==> src/rtl/ctrl_pkg.sv <==
// Shared encodings for the multicycle control FSM: opcodes, states, instruction
// classes, alu_op, branch and trap-cause codes.
package ctrl_pkg;

  localparam logic [6:0] OP_JAL    = 7'b1101111;
  localparam logic [6:0] OP_LOAD   = 7'b0000011;
  localparam logic [6:0] OP_STORE  = 7'b0100011;
  localparam logic [6:0] OP_BRANCH = 7'b1100011;
  localparam logic [6:0] OP_OP     = 7'b0110011;
  localparam logic [6:0] OP_IMM    = 7'b0010011;

  typedef enum logic [2:0] {
    ST_FETCH  = 3'd0,
    ST_DECODE = 3'd1,
    ST_EXEC   = 3'd2,
    ST_MEM    = 3'd3,
    ST_WB     = 3'd4,
    ST_TRAP   = 3'd7
  } state_e;

  typedef enum logic [2:0] {
    CLS_NONE   = 3'd0,
    CLS_JAL    = 3'd1,
    CLS_LOAD   = 3'd2,
    CLS_STORE  = 3'd3,
    CLS_BRANCH = 3'd4,
    CLS_OP     = 3'd5,
    CLS_IMM    = 3'd6
  } cls_e;

  localparam logic [1:0] ALU_ADD   = 2'b00;
  localparam logic [1:0] ALU_SUB   = 2'b01;
  localparam logic [1:0] ALU_FUNCT = 2'b10;
  localparam logic [1:0] ALU_LINK  = 2'b11;

  localparam logic [1:0] BR_NONE = 2'b00;
  localparam logic [1:0] BR_BEQ  = 2'b01;
  localparam logic [1:0] BR_BLT  = 2'b10;

  localparam logic [1:0] CAUSE_NONE    = 2'b00;
  localparam logic [1:0] CAUSE_ILLEGAL = 2'b01;
  localparam logic [1:0] CAUSE_IMEM_TO = 2'b10;
  localparam logic [1:0] CAUSE_DMEM_TO = 2'b11;

  function automatic logic is_mem_cls(cls_e c);
    return (c == CLS_LOAD) || (c == CLS_STORE);
  endfunction

endpackage

==> src/rtl/ctrl_decode.sv <==
// Opcode to instruction-class decoder; purely combinational, zero latency.
// Unlisted opcodes map to CLS_NONE with legal_o low.
module ctrl_decode
  import ctrl_pkg::*;
(
  input  logic [6:0] opcode_i,
  output cls_e       cls_o,
  output logic       legal_o
);

  always_comb begin
    cls_o = CLS_NONE;
    case (opcode_i)
      OP_JAL:    cls_o = CLS_JAL;
      OP_LOAD:   cls_o = CLS_LOAD;
      OP_STORE:  cls_o = CLS_STORE;
      OP_BRANCH: cls_o = CLS_BRANCH;
      OP_OP:     cls_o = CLS_OP;
      OP_IMM:    cls_o = CLS_IMM;
      default:   cls_o = CLS_NONE;
    endcase
    legal_o = (cls_o != CLS_NONE);
  end

endmodule

==> src/rtl/multicycle_control.sv <==
// Multicycle RV32I-subset control FSM (FETCH/DECODE/EXEC/MEM/WB/TRAP); 3-5 cycles per
// instruction, stalls on imem/dmem ready and on en low. PERF_CNT_EN adds cycle/instret counters.
module multicycle_control
  import ctrl_pkg::*;
#(
  parameter int ILEN        = 32,
  parameter int ALUOP_W     = 2,
  parameter int TIMEOUT_W   = 8,
  parameter int MEM_TIMEOUT = 255
) (
  input  logic               clk,
  input  logic               rst,
  input  logic               en,
  input  logic [ILEN-1:0]    inst,
  input  logic               imem_ready,
  input  logic               dmem_ready,
  output logic               imem_req,
  output logic               ir_write,
  output logic               pc_write,
  output logic               pc_write_cond,
  output logic [1:0]         branch,
  output logic               is_jal,
  output logic [ALUOP_W-1:0] alu_op,
  output logic               alu_src,
  output logic               reg_write,
  output logic               mem_read,
  output logic               mem_write,
  output logic               mem_to_reg,
  output logic [2:0]         state_o,
  output logic               trap,
  output logic [1:0]         trap_cause
`ifdef PERF_CNT_EN
  ,
  output logic [31:0]        cycle_cnt,
  output logic [31:0]        instret_cnt
`endif
);

  localparam logic [31:0] TO_LIM = 32'(MEM_TIMEOUT);

  state_e               state_q, state_d;
  cls_e                 cls_q, cls_d;
  logic                 f3b_q, f3b_d;
  logic [TIMEOUT_W-1:0] wait_q, wait_d;
  logic [1:0]           cause_q, cause_d;

  cls_e                 dec_cls;
  logic                 dec_legal;
  logic [TIMEOUT_W-1:0] wait_inc;
  logic                 timeout_hit;

  // Only opcode and funct3[2] steer the control path.
  logic unused_inst_bits;
  assign unused_inst_bits = ^{inst[ILEN-1:15], inst[13:7]};

  ctrl_decode u_decode (
    .opcode_i (inst[6:0]),
    .cls_o    (dec_cls),
    .legal_o  (dec_legal)
  );

  // Saturating increment; timeout fires on the cycle the count would reach the limit.
  always_comb begin
    wait_inc    = (wait_q == '1) ? wait_q : wait_q + TIMEOUT_W'(1);
    timeout_hit = (MEM_TIMEOUT != 0) && (32'(wait_inc) >= TO_LIM);
  end

  always_comb begin
    state_d = state_q;
    cls_d   = cls_q;
    f3b_d   = f3b_q;
    wait_d  = wait_q;
    cause_d = cause_q;
    if (en) begin
      case (state_q)
        ST_FETCH: begin
          if (imem_ready) begin
            state_d = ST_DECODE;
            wait_d  = '0;
          end else if (timeout_hit) begin
            state_d = ST_TRAP;
            cause_d = CAUSE_IMEM_TO;
            wait_d  = '0;
          end else begin
            wait_d = wait_inc;
          end
        end
        ST_DECODE: begin
          if (!dec_legal) begin
            state_d = ST_TRAP;
            cause_d = CAUSE_ILLEGAL;
          end else begin
            state_d = ST_EXEC;
            cls_d   = dec_cls;
            f3b_d   = inst[14];
          end
        end
        ST_EXEC: begin
          if (is_mem_cls(cls_q))          state_d = ST_MEM;
          else if (cls_q == CLS_BRANCH)   state_d = ST_FETCH;
          else                            state_d = ST_WB;
        end
        ST_MEM: begin
          if (dmem_ready) begin
            state_d = (cls_q == CLS_LOAD) ? ST_WB : ST_FETCH;
            wait_d  = '0;
          end else if (timeout_hit) begin
            state_d = ST_TRAP;
            cause_d = CAUSE_DMEM_TO;
            wait_d  = '0;
          end else begin
            wait_d = wait_inc;
          end
        end
        ST_WB:   state_d = ST_FETCH;
        ST_TRAP: state_d = ST_TRAP;
        default: state_d = ST_FETCH;
      endcase
    end
  end

  always_ff @(posedge clk) begin
    if (rst) begin
      state_q <= ST_FETCH;
      cls_q   <= CLS_NONE;
      f3b_q   <= 1'b0;
      wait_q  <= '0;
      cause_q <= CAUSE_NONE;
    end else begin
      state_q <= state_d;
      cls_q   <= cls_d;
      f3b_q   <= f3b_d;
      wait_q  <= wait_d;
      cause_q <= cause_d;
    end
  end

  // Write strobes are qualified by en; requests and selects are not.
  always_comb begin
    imem_req      = 1'b0;
    ir_write      = 1'b0;
    pc_write      = 1'b0;
    pc_write_cond = 1'b0;
    branch        = BR_NONE;
    is_jal        = 1'b0;
    alu_op        = '0;
    alu_src       = 1'b0;
    reg_write     = 1'b0;
    mem_read      = 1'b0;
    mem_write     = 1'b0;
    mem_to_reg    = 1'b0;
    trap          = 1'b0;
    trap_cause    = CAUSE_NONE;
    state_o       = ST_FETCH;
    if (!rst) begin
      state_o    = state_q;
      trap_cause = cause_q;
      case (state_q)
        ST_FETCH: begin
          imem_req = 1'b1;
          ir_write = en & imem_ready;
          pc_write = en & imem_ready;
        end
        ST_EXEC: begin
          case (cls_q)
            CLS_LOAD, CLS_STORE, CLS_IMM: begin
              alu_src = 1'b1;
              alu_op  = ALUOP_W'(ALU_ADD);
            end
            CLS_OP: alu_op = ALUOP_W'(ALU_FUNCT);
            CLS_BRANCH: begin
              alu_op        = ALUOP_W'(ALU_SUB);
              pc_write_cond = en;
              branch        = f3b_q ? BR_BLT : BR_BEQ;
            end
            CLS_JAL: begin
              alu_src  = 1'b1;
              alu_op   = ALUOP_W'(ALU_LINK);
              pc_write = en;
              is_jal   = 1'b1;
            end
            default: ;
          endcase
        end
        ST_MEM: begin
          mem_read  = (cls_q == CLS_LOAD);
          mem_write = en & (cls_q == CLS_STORE);
        end
        ST_WB: begin
          reg_write  = en;
          mem_to_reg = (cls_q == CLS_LOAD);
          is_jal     = (cls_q == CLS_JAL);
        end
        ST_TRAP: trap = 1'b1;
        default: ;
      endcase
    end
  end

`ifdef PERF_CNT_EN
  logic [31:0] cycle_q, cycle_d, instret_q, instret_d;

  always_comb begin
    cycle_d   = cycle_q;
    instret_d = instret_q;
    if (en && (state_q != ST_TRAP)) cycle_d = cycle_q + 32'd1;
    // Retirement is the return to FETCH from any post-decode state.
    if (en && (state_d == ST_FETCH) &&
        ((state_q == ST_EXEC) || (state_q == ST_MEM) || (state_q == ST_WB)))
      instret_d = instret_q + 32'd1;
  end

  always_ff @(posedge clk) begin
    if (rst) begin
      cycle_q   <= 32'd0;
      instret_q <= 32'd0;
    end else begin
      cycle_q   <= cycle_d;
      instret_q <= instret_d;
    end
  end

  assign cycle_cnt   = cycle_q;
  assign instret_cnt = instret_q;
`endif

endmodule

==> config.mk <==
export PLATFORM = sky130hd
export DESIGN_NAME = multicycle_control
export DESIGN_NICKNAME = d
export VERILOG_FILES = /design/src/rtl/ctrl_pkg.sv /design/src/rtl/ctrl_decode.sv /design/src/rtl/multicycle_control.sv
export SDC_FILE = /design/constraint.sdc
export NUM_CORES = 1
export LEC_CHECK = 0
export ABC_AREA = 1
export CORE_MARGIN = 2
export CORE_UTILIZATION = 43
export DETAILED_ROUTE_END_ITERATION = 8
export GPL_ROUTABILITY_DRIVEN = 1
export PLACE_DENSITY = 0.81
export SYNTH_ARGS = -nofsm -noshare
export SYNTH_HDL_FRONTEND = slang
export SYNTH_SLANG_ARGS = --single-unit
==> constraint.sdc <==
create_clock -name clk -period 1.97 [get_ports clk]
set_clock_uncertainty 0.1 [all_clocks]
set_input_delay 0.394 -clock clk [delete_from_list [all_inputs] [get_ports clk]]
set_output_delay 0.394 -clock clk [all_outputs]
set_load 0.02 [all_outputs]
# Yosys cells after proc, flatten, opt, wreduce, memory -nomap -nowiden
# Cells that the tools add are included.
[word_totals] register_bits=17 elab_cells=96 output_inout_bits=20 n_memories=0 latchBits=0 romBits=0 in_bits=37 ramBits=0
[classes] n_lt_le_gt_ge=1 addsub=1 reduce_logical=9 n_shift=0 muxes=55 bitwise=2 eq_ne=23 mul=0 div_mod_pow=0
[op_table] op="$mux 8" n=4
[op_table] op="$mux 1" n=24
[op_table] op="$mux 2" n=12
[op_table] op="$mux 3" n=8
[op_table] op="$pmux 3 s6" n=1
[op_table] op="$pmux 8 s2" n=1
[op_table] op="$eq 3x3->1 const B" n=5
[op_table] op="$pmux 3 s5" n=1
[op_table] op="$eq 7x6->1 const B" n=2
[op_table] op="$eq 7x7->1 const B" n=2
[op_table] op="$eq 3x2->1 const B" n=4
[op_table] op="$pmux 2 s3" n=2
[op_table] op="$ne 2x2->1 const B" n=5
[op_table] op="$add 8x1->8 const B" n=1
[op_table] op="$eq 8x8->1 const B" n=1
[op_table] op="$ge 8x8->1 const B" n=1
[op_table] op="$eq 7x2->1 const B" n=1
[op_table] op="$eq 7x5->1 const B" n=1
[op_table] op="$reduce_and 7->1" n=1
[op_table] op="$eq 3x1->1 const B" n=2
[op_table] op="$reduce_bool 3->1" n=2
[op_table] op="$pmux 1 s2" n=2
[op_table] op="$reduce_or 4->1" n=1
[op_table] op="$logic_not 3->1" n=1
[op_table] op="5 further kinds" n=6

# Logic depth before layout (Yosys ltp)
# Gate-level depths: netlist of run 1.
[logic_depth] depth_word=6 mapped_depth=14 mapped_depth_nobuf=14

# By module
# Synthesis of run 1 repeated with hierarchy kept, for this count alone.
[hier_totals] hier_cells=247 hier_area_um2=1361.3
[modules_own_cells] module="multicycle_control" cells_per_inst=222 instances=1 seq_area_each_um2=340.3 area_per_inst_um2=1248.7
[modules_own_cells] module="ctrl_decode" cells_per_inst=25 instances=1 seq_area_each_um2=0.0 area_per_inst_um2=112.6

# Least setup slack after synthesis of run 1
# No wires, ideal clock.
[synth_path] path_type="input to output" startpoint="in rst" endpoint="out mem_write" required_ns=1.476 path_buffers=1 cell_stages=4 t_arrival_ns=1.585 setup_slack_ns=-0.109 cell_sequence="clkbuf_1 -> inv_1 -> nand2_1 -> nor4_1"
[synth_between] elab_chain_len=1
[synth_rtl] element="start, declared" line_no="multicycle_control.sv:12" text="input logic rst,"
[synth_rtl] element="$mux 1" line_no="multicycle_control.sv:155" text="if (!rst) begin"
[synth_rtl] element="end, declared" line_no="multicycle_control.sv:27" text="output logic mem_write,"
# Every way passes these cells.

# Worst setup path in the final report of run 1
[layout_path] startpoint="reg state_q[0]" endpoint="out pc_write"
[layout_between] elab_chain_len=3 elab_cells_between_ends=4 cone_classes="eq/ne: 1; mux: 2; reduce/logical: 1"
[layout_rtl] element="start, declared" line_no="multicycle_control.sv:41" text="state_e state_q, state_d;"
[layout_rtl] element="start signal, assigned" line_no="multicycle_control.sv:130" text="state_q <= state_d;"
[layout_rtl] element="$eq 3x2->1 / $logic_not 3->1 (equally long branches)" line_no="multicycle_control.sv:158" text="case (state_q)"
[layout_rtl] element="$pmux 1 s2 *" line_no="multicycle_control.sv:158"
[layout_rtl] element="$mux 1 *" line_no="multicycle_control.sv:155"
[layout_rtl] element="end, declared" line_no="multicycle_control.sv:19" text="output logic pc_write,"
# Every way passes the cells marked *; elsewhere a longest branch is shown, timed or not.

==> metrics list, run 1 <==
- Result of the run: finished, final reports clean
- Buffers placed on the I/O ports in this run total 32.
- Global routing consumed, over all layers together, 23.1% of the routing resources.
* Mean post-synth cell area: 5.75 µm²
* Kind of cell adding the most delay to the critical path: flip-flops
- Arrival time reported for the critical path endpoint: 1.47 ns
- Clock sinks: 17
* Fin crit share: 99.8%
* Num rows: 20
- After filler insertion, the fill cell instance count of the layout stands at 267.
* Placer Congestion: 0.901
- Max layer used: met4
- The startpoint identified for the worst hold timing path is wait_q[7]$_SDFFE_PP0P_.
- Final count of pins violating max slew: 0
- The library cells used most frequently in the layout, excluding fill and tap cells, are sky130_fd_sc_hd__nand2_1 (61), sky130_fd_sc_hd__buf_4 (52), sky130_fd_sc_hd__inv_1 (32), sky130_fd_sc_hd__nor2_1 (26), sky130_fd_sc_hd__nand3_1 (24).
- WHS Endpoint: wait_q[7]$_SDFFE_PP0P_
- H-tree levels: 1
* Maximum capacitance violations: 0
- The initial antenna violation count is 0.
- The share of synthesized area in the top cell type comes to 25.3%.
* Count of warnings emitted by yosys: 0
- Largest area contributor in the synthesized netlist: sky130_fd_sc_hd__dfxtp_1
- Netlist cell types: 27
* Number of buffers on the longest clock path: 2
- Vertical die dimension: 60.0 µm
* LEAKAGE: 1.05 nW
- Wire segments on met2 add up to 2.09 mm in the final route.
* Die area: ~0.0036 mm²
- On the worst path, the slowest cell contributes a delay of 0.37 ns.
- By startpoint and endpoint, the worst setup path is classified as register to output pin.
- The library cell used most frequently in the layout, excluding fill and tap cells, is sky130_fd_sc_hd__nand2_1.
- Worst Setup Start Kind: register
- For this run, design rule violations remaining after detail routing come to 0.
- Setup violations remaining at the end of the flow were counted as 0.
- For this block, the initial DRC count from the detailed router was 102.
- The first global-routing pass estimated 6.39 mm of wire.
- Relative slew margins: 82.6%
- Entering global routing, the biggest net connects 18 pins.
- Number of cell instances on the worst register-to-register path: 11
- Cell at the slowest stage of the critical path: sky130_fd_sc_hd__dfxtp_2
- The cell area that synthesis handed to floorplanning was 0.00135 mm².
- For this block, wires on met1 add up to 1.69 mm.
* Worst-case register-to-register setup slack: 0.15 ns
* Clock tree from TritonCTS: yes
- In this run the worst hold path is classified as register to register.
* Proportion of synthesized chip area in sequential cells: about a quarter
* Post-DP HPWL: 3.14 mm
- Cell Chain, Critical Path: inv_1 > nand2_1 > nor2_1 > nand2_1 > a211oi_1 > buf_2
- After detailed placement, the total cell area comes to 0.00203 mm².
* Remaining number of nets flagged by the antenna check after routing: 0
- The endpoint identified for the worst register-to-register timing path is wait_q[1]$_SDFFE_PP0P_.
* Count of mapped cells out of synthesis: 234
- Slew at the pin with the worst max-slew slack: ~0.26 ns
- For this block, the via count after detailed routing is around 1.8k.
- Counting stages on the worst path, the most repeated cell is sky130_fd_sc_hd__nand2_1.
- Via count of the first global-routing pass: 1588
- The first TritonRoute pass finished after 4 iterations.
* Highest fanout seen on the critical path: 5
* Maximum vdd drop: 258 µV
* CTS root buffer: sky130_fd_sc_hd__clkbuf_4
* Final #Nets: 354
- The later pin in the worst-skew pair is clocked with a latency of 0.30 ns.
- The worst path in the final design needs a cycle of 1.97 ns, including I/O delays and setup.
- Critical Path RT: 1.48 ns
- Highest achievable clock rate: 0.509 GHz
- Length of routed met3 wiring: around 88 µm
- Together, buffers and inverters on the worst path number 2.
- The final hold violation count is 0.
- Synthesized flop and latch total: 17
- The startpoint identified for the worst register-to-register timing path is wait_q[0]$_SDFFE_PP0P_.
- After detailed routing, the total wire length is 4.00 mm.
* Std-Cell Core Area: 0.00300 mm²
- In this run, CTS created clock tree buffers numbering 3.
* Global-route congestion overflow total: 0
* RSZ-0062 raised after global routing: yes
* CTS clk-pin slew, worst paths: 0.10 ns
* Number of antenna repair diodes: 0
- In the routed layout, each cell is associated on average with a via count of 5.11.
* Final design instance area without fill: 0.00209 mm²
- The initial utilization of the core area, before any placement, comes to between 40% and 50%.
* Detail-routed net length per standard cell: 11.5 µm
- Ranking of synthesized cells by area: sky130_fd_sc_hd__dfxtp_1 (25%), sky130_fd_sc_hd__nand2_1 (18%), sky130_fd_sc_hd__inv_1 (9.8%), sky130_fd_sc_hd__nor2_1 (9.5%), sky130_fd_sc_hd__nand3_1 (8.9%)
* Worst Hold Path Cells: 2
- STA classifies the critical path endpoint as an output pin.
* Syn nets: 272
- Fraction of final layout cells with drive strength greater than 1: about a third
* Post-layout total power: between 800 and 900 µW
- During I/O placement, the number of pins put on the boundary was 57.
* Die boundary width: 60.0 µm
- Power per cell area: roughly 400 mW/mm²
* Setup TNS: 0 ns
- Area growth, synth to finish: 55.0%
[repair_timing]
action / CTS / global route
gates resized for setup: 83 / 37
pin swaps: 0 / 3
setup buffers: 0 / 3
endpoints found under the setup margin: 20 / 27
hold buffers: 0 / 0
[worst max-delay path by stage]
stage                           end  slack [ns]                     from  cells after the start
after floorplan             alu_src        0.09                      rst                      4
after global routing      branch[1]       -0.07    cls_q[0]$_SDFFE_PP0P_                      6
after detailed placement  mem_write       -0.49                      rst                      5
final                      pc_write       0.005  state_q[0]$_SDFFE_PP0P_                      6
after global placement    mem_write       -0.46                      rst                      5
after CTS                 mem_write       -0.03                      rst                      5
[state kept, by name, indices dropped and copies added, names as in the netlist]
signal,count
wait_q,8
cls_q,3
state_q,3
cause_q,2
f3b_q,1
[stage by stage]
stage | setup WS [ns] | instances | utilization, % | hold slack [ns]
2_1_floorplan | 0.0858 | 234 | - | 0.345
3_3_place_gp | -0.456 | 341 | 67.7 | 0.353
3_5_place_dp | -0.488 | 341 | 67.7 | 0.357
4_1_cts | -0.0308 | 345 | 66.5 | 0.371
5_1_grt | -0.0733 | 348 | 69.5 | 0.401
6_report | 0.00472 | 348 | 69.5 | 0.364
[layout make-up]
type                       instances  area [µm²]  share of cell area [%]
inverter                          35         131                    6.29
multi-input combinational        179         920                    44.1
sequential                        17         345                    16.5
timing repair buffer              80         623                    29.9
tap                               33        41.3                    1.98
clock buffer                       4        26.3                    1.26
[synthesized netlist by cell type, drive strengths merged]
master  instances
nand3b          2
ha              1
xnor2           1
nand4           2
o21bai          1
o31ai           1
nor2           38
clkbuf          1
a21oi          16
dfxtp          17
nor4            1
nor3            6
nand3          24
o21ai          13
buf             2
inv            35
nand2          69
a211oi          4
[tightest hold or removal path, cell delays in order (launching register included)]
cell	delay, ns
sky130_fd_sc_hd__dfxtp_1	0.32
sky130_fd_sc_hd__nand2_1	0.06
sky130_fd_sc_hd__a21oi_1	0.05
[logic make-up (layout without fill, tap and decap cells)]
group / count (synthesis) / count (layout) / share of synthesized area (%)
AND/OR/NAND/NOR: 142 / 142 / 46.9
buffers and inverters: 38 / 119 / 11.2
AO/OA/AOI/OAI: 35 / 35 / 15.1
flip-flops: 17 / 17 / 25.3
adder cells (fa/ha/maj): 1 / 1 / 0.929
XOR/XNOR: 1 / 1 / 0.651
[power breakdown]
part | internal, mW | total [mW] | leakage (nW) | switching (mW)
Sequential | 0.355 | 0.366 | 0.139 | 0.0103
Clock | 0.0789 | 0.197 | 0.0150 | 0.118
Combinational | 0.132 | 0.279 | 0.896 | 0.147
[layer usage]
layer | global-route usage (%) | up-vias
met5 | 0 | -
met4 | 11.7 | 0
met3 | 1.73 | 16
met2 | 43.3 | 42
met1 | 25.4 | 803
li1 | - | 916
No activity file was read; power rests on OpenSTA's default activity.
==> inputs of run 2 (changes only) <==
CORE_MARGIN = 4   (was 2)
SLEW_MARGIN = 10   (was default)
==> run 2 against run 1 <==
The run now ends with negative setup slack left. Core utilization is 2.9 points higher. Final cell count is 3.7% higher. Critical path depth stayed put. Final area is 5.1% higher. Flip-flop and latch count stayed put. Sequential share of layout area is 0.63 points lower. Clock power is 3% higher.
==> metrics list, run 2 (synthesis results as in run 1) <==
- Result of the run: complete, but fails checks
- Failing checks: negative setup slack
- WHS Endpoint: wait_q[7]$_SDFFE_PP0P_
- Maximum capacitance violations: 0 (unchanged)
- Highest fanout seen on the critical path: 3 (-2)
- The final hold violation count was 0 (unchanged).
- The standard cell core area is 0.00303 mm² (+0.83%).
- Final #Nets: 356 (+0.56%)
- The post-DP HPWL is 3.26 mm (+3.7%).
- Number of vias per cell after detailed routing: 5.05 (-1.1%)
- Clock tree from TritonCTS: yes
- LEAKAGE: 1.08 nW (+2.8%)
* First-pass GRT wire length: 6.75 mm (+5.6%)
- The most numerous cell type found on the critical path is sky130_fd_sc_hd__buf_4.
* Post-route setup slack: -0.0182 ns (-0.0229 ns)
- The die boundary height is 64.0 µm (+6.7%).
- For this design, the slowest cell found on the critical path is sky130_fd_sc_hd__dfxtp_2.
* Number of filler instances in the final layout: 247 (-7.5%)
* Top Ports: 57 (unchanged)
* Final count of pins violating max slew: 0 (unchanged)
* Non-filler instance count after layout: 361 (+3.7%)
- The global placer's final weighted congestion came to 0.899 (-0.28%).
- Post-layout total power: 876 µW (+4.1%)
* Number of buffers on the longest clock path: 2 (unchanged)
* Top register by number of flip-flops: wait_q
- The critical path is of the register to output pin type.
- The die extent in x was 64.0 µm (+6.7%).
- The remaining antenna violation count after routing came to 0 (unchanged).
* Via count of the first global-routing pass: 1697 (+6.9%)
- The path class of the tightest hold or removal check is register to register.
- The clock edge transition at the registers on the reported setup and hold paths is 0.12 ns (+0.02 ns).
* Setup TNS: -0.0182 ns (-0.0182 ns)
- Cell Chain, Critical Path: buf_4 > nand2_4 > nor2_4 > inv_2 > nor4_4 > buf_4
* Area growth, synth to finish: 62.9%
- Number of iterations in the first detailed-routing pass: 4 (unchanged)
- Worst-case register-to-register setup slack: 0.12 ns (-0.03 ns)
* Fin crit share: 101% (+1.2 points)
- The insertion delay to the later sink of the worst-skew pair came to 0.30 ns (about the same).
* Top library cells by usage in the layout, fill and taps aside: sky130_fd_sc_hd__nand2_1 (58), sky130_fd_sc_hd__buf_4 (58), sky130_fd_sc_hd__inv_1 (29), sky130_fd_sc_hd__nor2_1 (25), sky130_fd_sc_hd__nand3_1 (24)
- Number of cell instances on the worst register-to-register path: 11 (unchanged)
* Minimum clock period: 1.99 ns (+0.0229 ns)
- In the final layout, the registers with the most flip-flops are wait_q: 8 flops, cls_q: 3 flops, state_q: 3 flops.
* CP Capture Type: output pin
- The number of flip-flops in the largest register was 8 (unchanged).
- The cell total after placement is 350 (+2.6%).
- Relative slew margins: 80.4% (-2.2 points)
* H-tree levels: 1 (unchanged)
- Vias after detailed routing: 1823 (+2.6%)
- The routed length per instance was 12.3 µm (+6.8%).
- Arrival time reported for the critical path endpoint: 1.49 ns (+0.02 ns)
- Global-route congestion overflow total: 0 (unchanged)
- The maximum number of pins on one net before global-route repair is 18 (unchanged).
* Hold Path Origin: wait_q[7]$_SDFFE_PP0P_
- The TritonCTS buffer count was 3 (unchanged).
- Worst Setup Start Kind: register
* Port Buf Inserts: 32 (unchanged)
* RSZ-0062 raised after global routing: yes
- The initial antenna violation count came to 0 (unchanged).
- Endpoint of the lowest-slack register-to-register path: wait_q[5]$_SDFFE_PP0P_
* All-Layer GR Usage: 20.2% (-2.9 points)
- The timing-limited maximum frequency was 0.503 GHz (-1.2%).
* Maximum vdd drop: 256 µV (-0.75%)
- The remaining routing DRC violations was 0 (unchanged).
* Die area: 0.00409 mm² (+14%)
- Critical Path RT: 1.48 ns (about the same)
* Slew at the pin with the worst max-slew slack: 0.294 ns (+0.0338 ns)
- Num rows: 20 (unchanged)
* Slowest Stage Delay on Critical Path: 0.37 ns (about the same)
- Final core utilization: 72.4% (+2.9 points)
- Number of antenna repair diodes: 0 (unchanged)
* Fraction of final layout cells with drive strength greater than 1: 37.2% (+4.2 points)
- DRT iter0 DRCs: 71 (-30%)
* Worst Hold Path Cells: 2 (unchanged)
* CTS root buffer: sky130_fd_sc_hd__clkbuf_4
* Wire length after detailed routing: 4.44 mm (+11%)
- The count of final setup violators came to 1 (+1).
* Power per cell area: 399 mW/mm² (-0.98%)
- Starting density of the core: 44.5% (-0.37 points)
* RR Startpoint: wait_q[1]$_SDFFE_PP0P_
* Clock sinks: 17 (unchanged)
[run 2: per-layer routing]
layer / track usage [%] / vias up / routed length [µm]
li1: - / 919 / -
met1: 19.7 / 838 / 1670
met2: 39.9 / 51 / 2440
met3: 4.04 / 15 / 181
met4: 9.16 / 0 / 143
met5: 0 / - / 0
[run 2: worst max-delay path by stage]
stage                      endpoint                    start  slack, ns
after floorplan             alu_src                      rst       0.09
after global placement    mem_write                       en      -0.48
after detailed placement  mem_write                       en      -0.50
after CTS                 mem_write                      rst      -0.06
after global routing      mem_write  state_q[1]$_SDFFE_PP0P_      -0.10
final                     mem_write  state_q[1]$_SDFFE_PP0P_      -0.02
[run 2: final cells by class]
type                            instances  area [µm²]  share of cell area (%)
Timing Repair Buffer                   81         651                    29.7
Clock inverter                          1        5.00                   0.228
Multi-Input combinational cell        180         977                    44.6
Inverter                               35         134                    6.10
Clock buffer                            3        22.5                    1.03
Sequential cell                        17         349                    15.9
Tap cell                               44        55.1                    2.51
[run 2: power by group]
| group | switching (mW) | total, mW | internal [mW] |
|---|---|---|---|
| combinational | 0.163 | 0.308 | 0.146 |
| sequential | 0.00965 | 0.365 | 0.355 |
| clock | 0.127 | 0.203 | 0.0756 |
| total | 0.300 | 0.876 | 0.576 |
[run 2: repair_timing]
| item | in CTS | in global routing |
|---|---|---|
| setup endpoints to repair | 20 | 32 |
| buffers inserted | 0 | 6 |
| pin swaps | 0 | 8 |
| resized for setup | 85 | 56 |
| endpoints found under the hold margin | 0 | 0 |
| hold buffers | 0 | 0 |
| cloned | 0 | 1 |
[run 2: stage by stage]
step                hold WS [ns]  cell area [µm²]  setup slack, ns
floorplan                  0.345             1350           0.0858
global placement           0.353             2030           -0.479
detailed placement         0.365             2030           -0.503
CTS                        0.384             2010          -0.0562
global route               0.416             2190           -0.102
finish                     0.383             2190          -0.0182
[run 2: critical path, delay by kind of cell (launching register included)]
kind                   cells  cell delay (ns)
DFF                        1             0.37
buffers and inverters      3             0.38
and+or+nand+nor            3             0.44
==> inputs of run 3 (changes only) <==
PLACE_DENSITY = 0.91   (was 0.81)
==> run 3 against run 2 <==
The flow still finishes with violations (negative setup slack). Die area unchanged. Count of clock-buffer cells in the layout stayed put. Sequential share of layout area up 0.37 points. Non-clock buffer count is 4 lower. First-iteration DRC count increased by 38%. Register-to-register slack barely moved. Sequential power hardly changed. Power down 1.3%. Routed wire length fell by 0.65%. Worst setup slack better by 0.0074 ns. Critical path type unchanged.
==> metrics list, run 3 (synthesis results as in run 1) <==
- The sum of negative setup slack came to -0.0279 ns (-0.00970 ns).
* Die area: 0.00409 mm² (unchanged)
- The global placer's final weighted congestion came to 0.925 (+2.9%).
- Fraction of power consumed by sequential logic: 42.3% (+0.7 points)
- The count of final setup violators is 4 (+3).
- Clock sinks: 17 (unchanged)
- The worst setup path is launched from a register.
* DRT iter0 DRCs: 98 (+38%)
- Total area of multi-input combinational cells: 988 µm² (+1.2%)
* Comb power frac: 34.2% (-1.0 points)
* Fraction of power spent switching nets: 34.7% (+0.47 points)
* First-pass GRT wire length: 6.78 mm (+0.40%)
* Power spent charging and discharging nets: 300 µW (about the same)
* Final #Nets: 351 (-1.4%)
- Maximum capacitance violations: 0 (unchanged)
* Critical Path RT: 1.48 ns (about the same)
- Number of buffers on the longest clock path: 2 (unchanged)
- Die boundary width: 64.0 µm (unchanged)
- The largest registers in the layout are wait_q: 8 flops, cls_q: 3 flops, state_q: 3 flops.
* RR Startpoint: wait_q[0]$_SDFFE_PP0P_
- The register-to-register setup slack was 0.13 ns (about the same).
- Share of total power in the clock network: 23.5% (+0.4 points)
- The cell total after placement was 350 (unchanged).
* Highest fanout seen on the critical path: 3 (unchanged)
* Top Ports: 57 (unchanged)
- The pre-CTS setup slack came to -0.530 ns (-0.0271 ns).
- The global-route usage over all layers came to 20.5% (+0.32 points).
- The total power divided by cell area was 399 mW/mm² (about the same).
- The tightest hold margin is 0.360 ns (-0.0234 ns).
* Hold Path Class: input pin to register
- The non-filler instance count after layout came to 356 (-1.4%).
- The count of standard-cell rows was 20 (unchanged).
- Highest achievable clock rate: 0.505 GHz (+0.37%)
* Fraction of final layout cells with drive strength greater than 1: 37.2% (-0.044 points)
- The first-pass detailed-route iteration total was 4 (unchanged).
- In this run the clock root is driven by a sky130_fd_sc_hd__clkbuf_4.
- The number of filler cells placed in the layout was 237 (-4.0%).
* Max FFs per register: 8 (unchanged)
- Wire length after detailed routing: 4.41 mm (-0.65%)
* Final count of pins violating max slew: 0 (unchanged)
* CTS clk-pin slew, worst paths: 0.11 ns (about the same)
- Endpoint of the worst setup timing path: pc_write
- Number of cell instances on the worst register-to-register path: 11 (unchanged)
- Vertical die dimension: 64.0 µm (unchanged)
- Arrival time reported for the critical path endpoint: 1.49 ns (about the same)
* Total clock buffers created by CTS: 3 (unchanged)
- Port Buf Inserts: 32 (unchanged)
- The power after layout came to 865 µW (-1.3%).
- Compared with the post-synthesis result, the final layout area differs by 61.0%.
- Clock tree from TritonCTS: yes
- Via count of the first global-routing pass: 1616 (-4.8%)
- Number of vias per cell after detailed routing: 5.10 (+1.0%)
- Endpoints failing hold: 0 (unchanged)
* Std-Cell Core Area: 0.00303 mm² (unchanged)
* Source of the critical timing path: state_q[0]$_SDFFE_PP0P_
* Detail-routed net length per standard cell: 12.4 µm (+0.74%)
- The register with the most flip-flops in the final layout is wait_q.
- The headroom to the max-slew limit is 80.9% (+0.56 points).
- RSZ-0062 raised after global routing: yes
- The number of vias in the routed layout came to 1816 (-0.38%).
- The worst setup path is captured at an output pin.
- The antenna diode count came to 0 (unchanged).
* Fin crit share: 101% (-0.38 points)
- The area taken by flip-flops and latches is 353 µm² (+1.1%).
* LEAKAGE: 1.08 nW (about the same)
- The initial core utilization was 44.5% (unchanged).
- Latest clock arrival within the worst-skew pair: 0.31 ns (about the same)
* CTS hold repair buffers: 0 (unchanged)
- Antenna violations before repair: 0 (unchanged)
- The library cell used most frequently in the layout, excluding fill and tap cells, is sky130_fd_sc_hd__nand2_1.
- The slack of the critical path came to -0.0108 ns (+0.00740 ns).
* Type of the setup path with the least slack: register to output pin
- Internal power: 565 µW (-2.0%)
- The remaining antenna violation count after routing is 0 (unchanged).
* Maximum vdd drop: 245 µV (-4.3%)
* Minimum clock period: 1.98 ns (-0.00740 ns)
- The remaining routing DRC violations was 0 (unchanged).
* Top library cells by usage in the layout, fill and taps aside: sky130_fd_sc_hd__nand2_1 (58), sky130_fd_sc_hd__buf_4 (52), sky130_fd_sc_hd__inv_1 (29), sky130_fd_sc_hd__nor2_1 (24), sky130_fd_sc_hd__nand3_1 (23)
- Global-route congestion overflow total: 0 (unchanged)
- Endpoint of the lowest-slack register-to-register path: wait_q[4]$_SDFFE_PP0P_
- The number of H-tree branching levels came to 1 (unchanged).
* Result of the run: complete, but fails checks
- The slew at the pin closest to its max-slew limit was 0.285 ns (-0.00877 ns).
- The final reports fail on negative setup slack.
* Largest net degree at the start of global routing: 18 (unchanged)
- The post-DP HPWL was 3.20 mm (-1.8%).
run 3: critical path, stage by stage (launching register included):
cell	delay, ns
sky130_fd_sc_hd__dfxtp_4	0.38
sky130_fd_sc_hd__inv_1	0.08
sky130_fd_sc_hd__nand2_1	0.08
sky130_fd_sc_hd__nor2_2	0.15
sky130_fd_sc_hd__nand2_1	0.11
sky130_fd_sc_hd__a211oi_2	0.20
sky130_fd_sc_hd__buf_4	0.18
run 3: worst min path at each step:
stage | cells past startpoint | slack [ns] | end | from
2_1_floorplan | 2 | 0.35 | wait_q[7]$_SDFFE_PP0P_ | wait_q[7]$_SDFFE_PP0P_
3_3_place_gp | 2 | 0.35 | wait_q[7]$_SDFFE_PP0P_ | wait_q[7]$_SDFFE_PP0P_
3_5_place_dp | 2 | 0.36 | f3b_q$_SDFFE_PP0P_ | f3b_q$_SDFFE_PP0P_
4_1_cts | 2 | 0.38 | f3b_q$_SDFFE_PP0P_ | f3b_q$_SDFFE_PP0P_
5_1_grt | 4 | 0.40 | f3b_q$_SDFFE_PP0P_ | rst
6_report | 4 | 0.36 | f3b_q$_SDFFE_PP0P_ | rst
run 3: timing repair:
| item | 4_1_cts | 5_1_grt |
|---|---|---|
| setup endpoints to repair | 20 | 33 |
| pin swaps | 0 | 7 |
| resized for setup | 86 | 53 |
| setup buffers | 0 | 2 |
run 3: power by group through the flow:
stage / sequential (mW) / clock [mW] / combinational (mW)
after CTS: 0.363 / 0.208 / 0.266
after floorplan: 0.371 / 0 / 0.126
final: 0.366 / 0.204 / 0.296
after global routing: 0.366 / 0.232 / 0.318
after global placement: 0.369 / 0 / 0.263
after detailed placement: 0.369 / 0 / 0.269
run 3: per-layer routing:
metal | global-route usage, % | wire (µm)
met2 | 38.2 | 2340
met4 | 7.28 | 127
met3 | 3.87 | 169
met1 | 22.8 | 1770
met5 | 0 | 0
run 3: final cells by class:
cell class | instances | area share (%)
inverter | 35 | 6.18
clock buffer | 3 | 1.04
clock inverter | 1 | 0.231
sequential | 17 | 16.3
tap | 44 | 2.54
multi-input combinational | 179 | 45.6
timing repair buffer | 77 | 28.1
run 3: per-stage QoR:
step                      utilization [%]  area, µm²
after detailed placement             67.1       2030
final                                71.6       2170
after global placement               67.1       2030
after global routing                 71.6       2170
after floorplan                         -       1350
after CTS                            66.8       2020
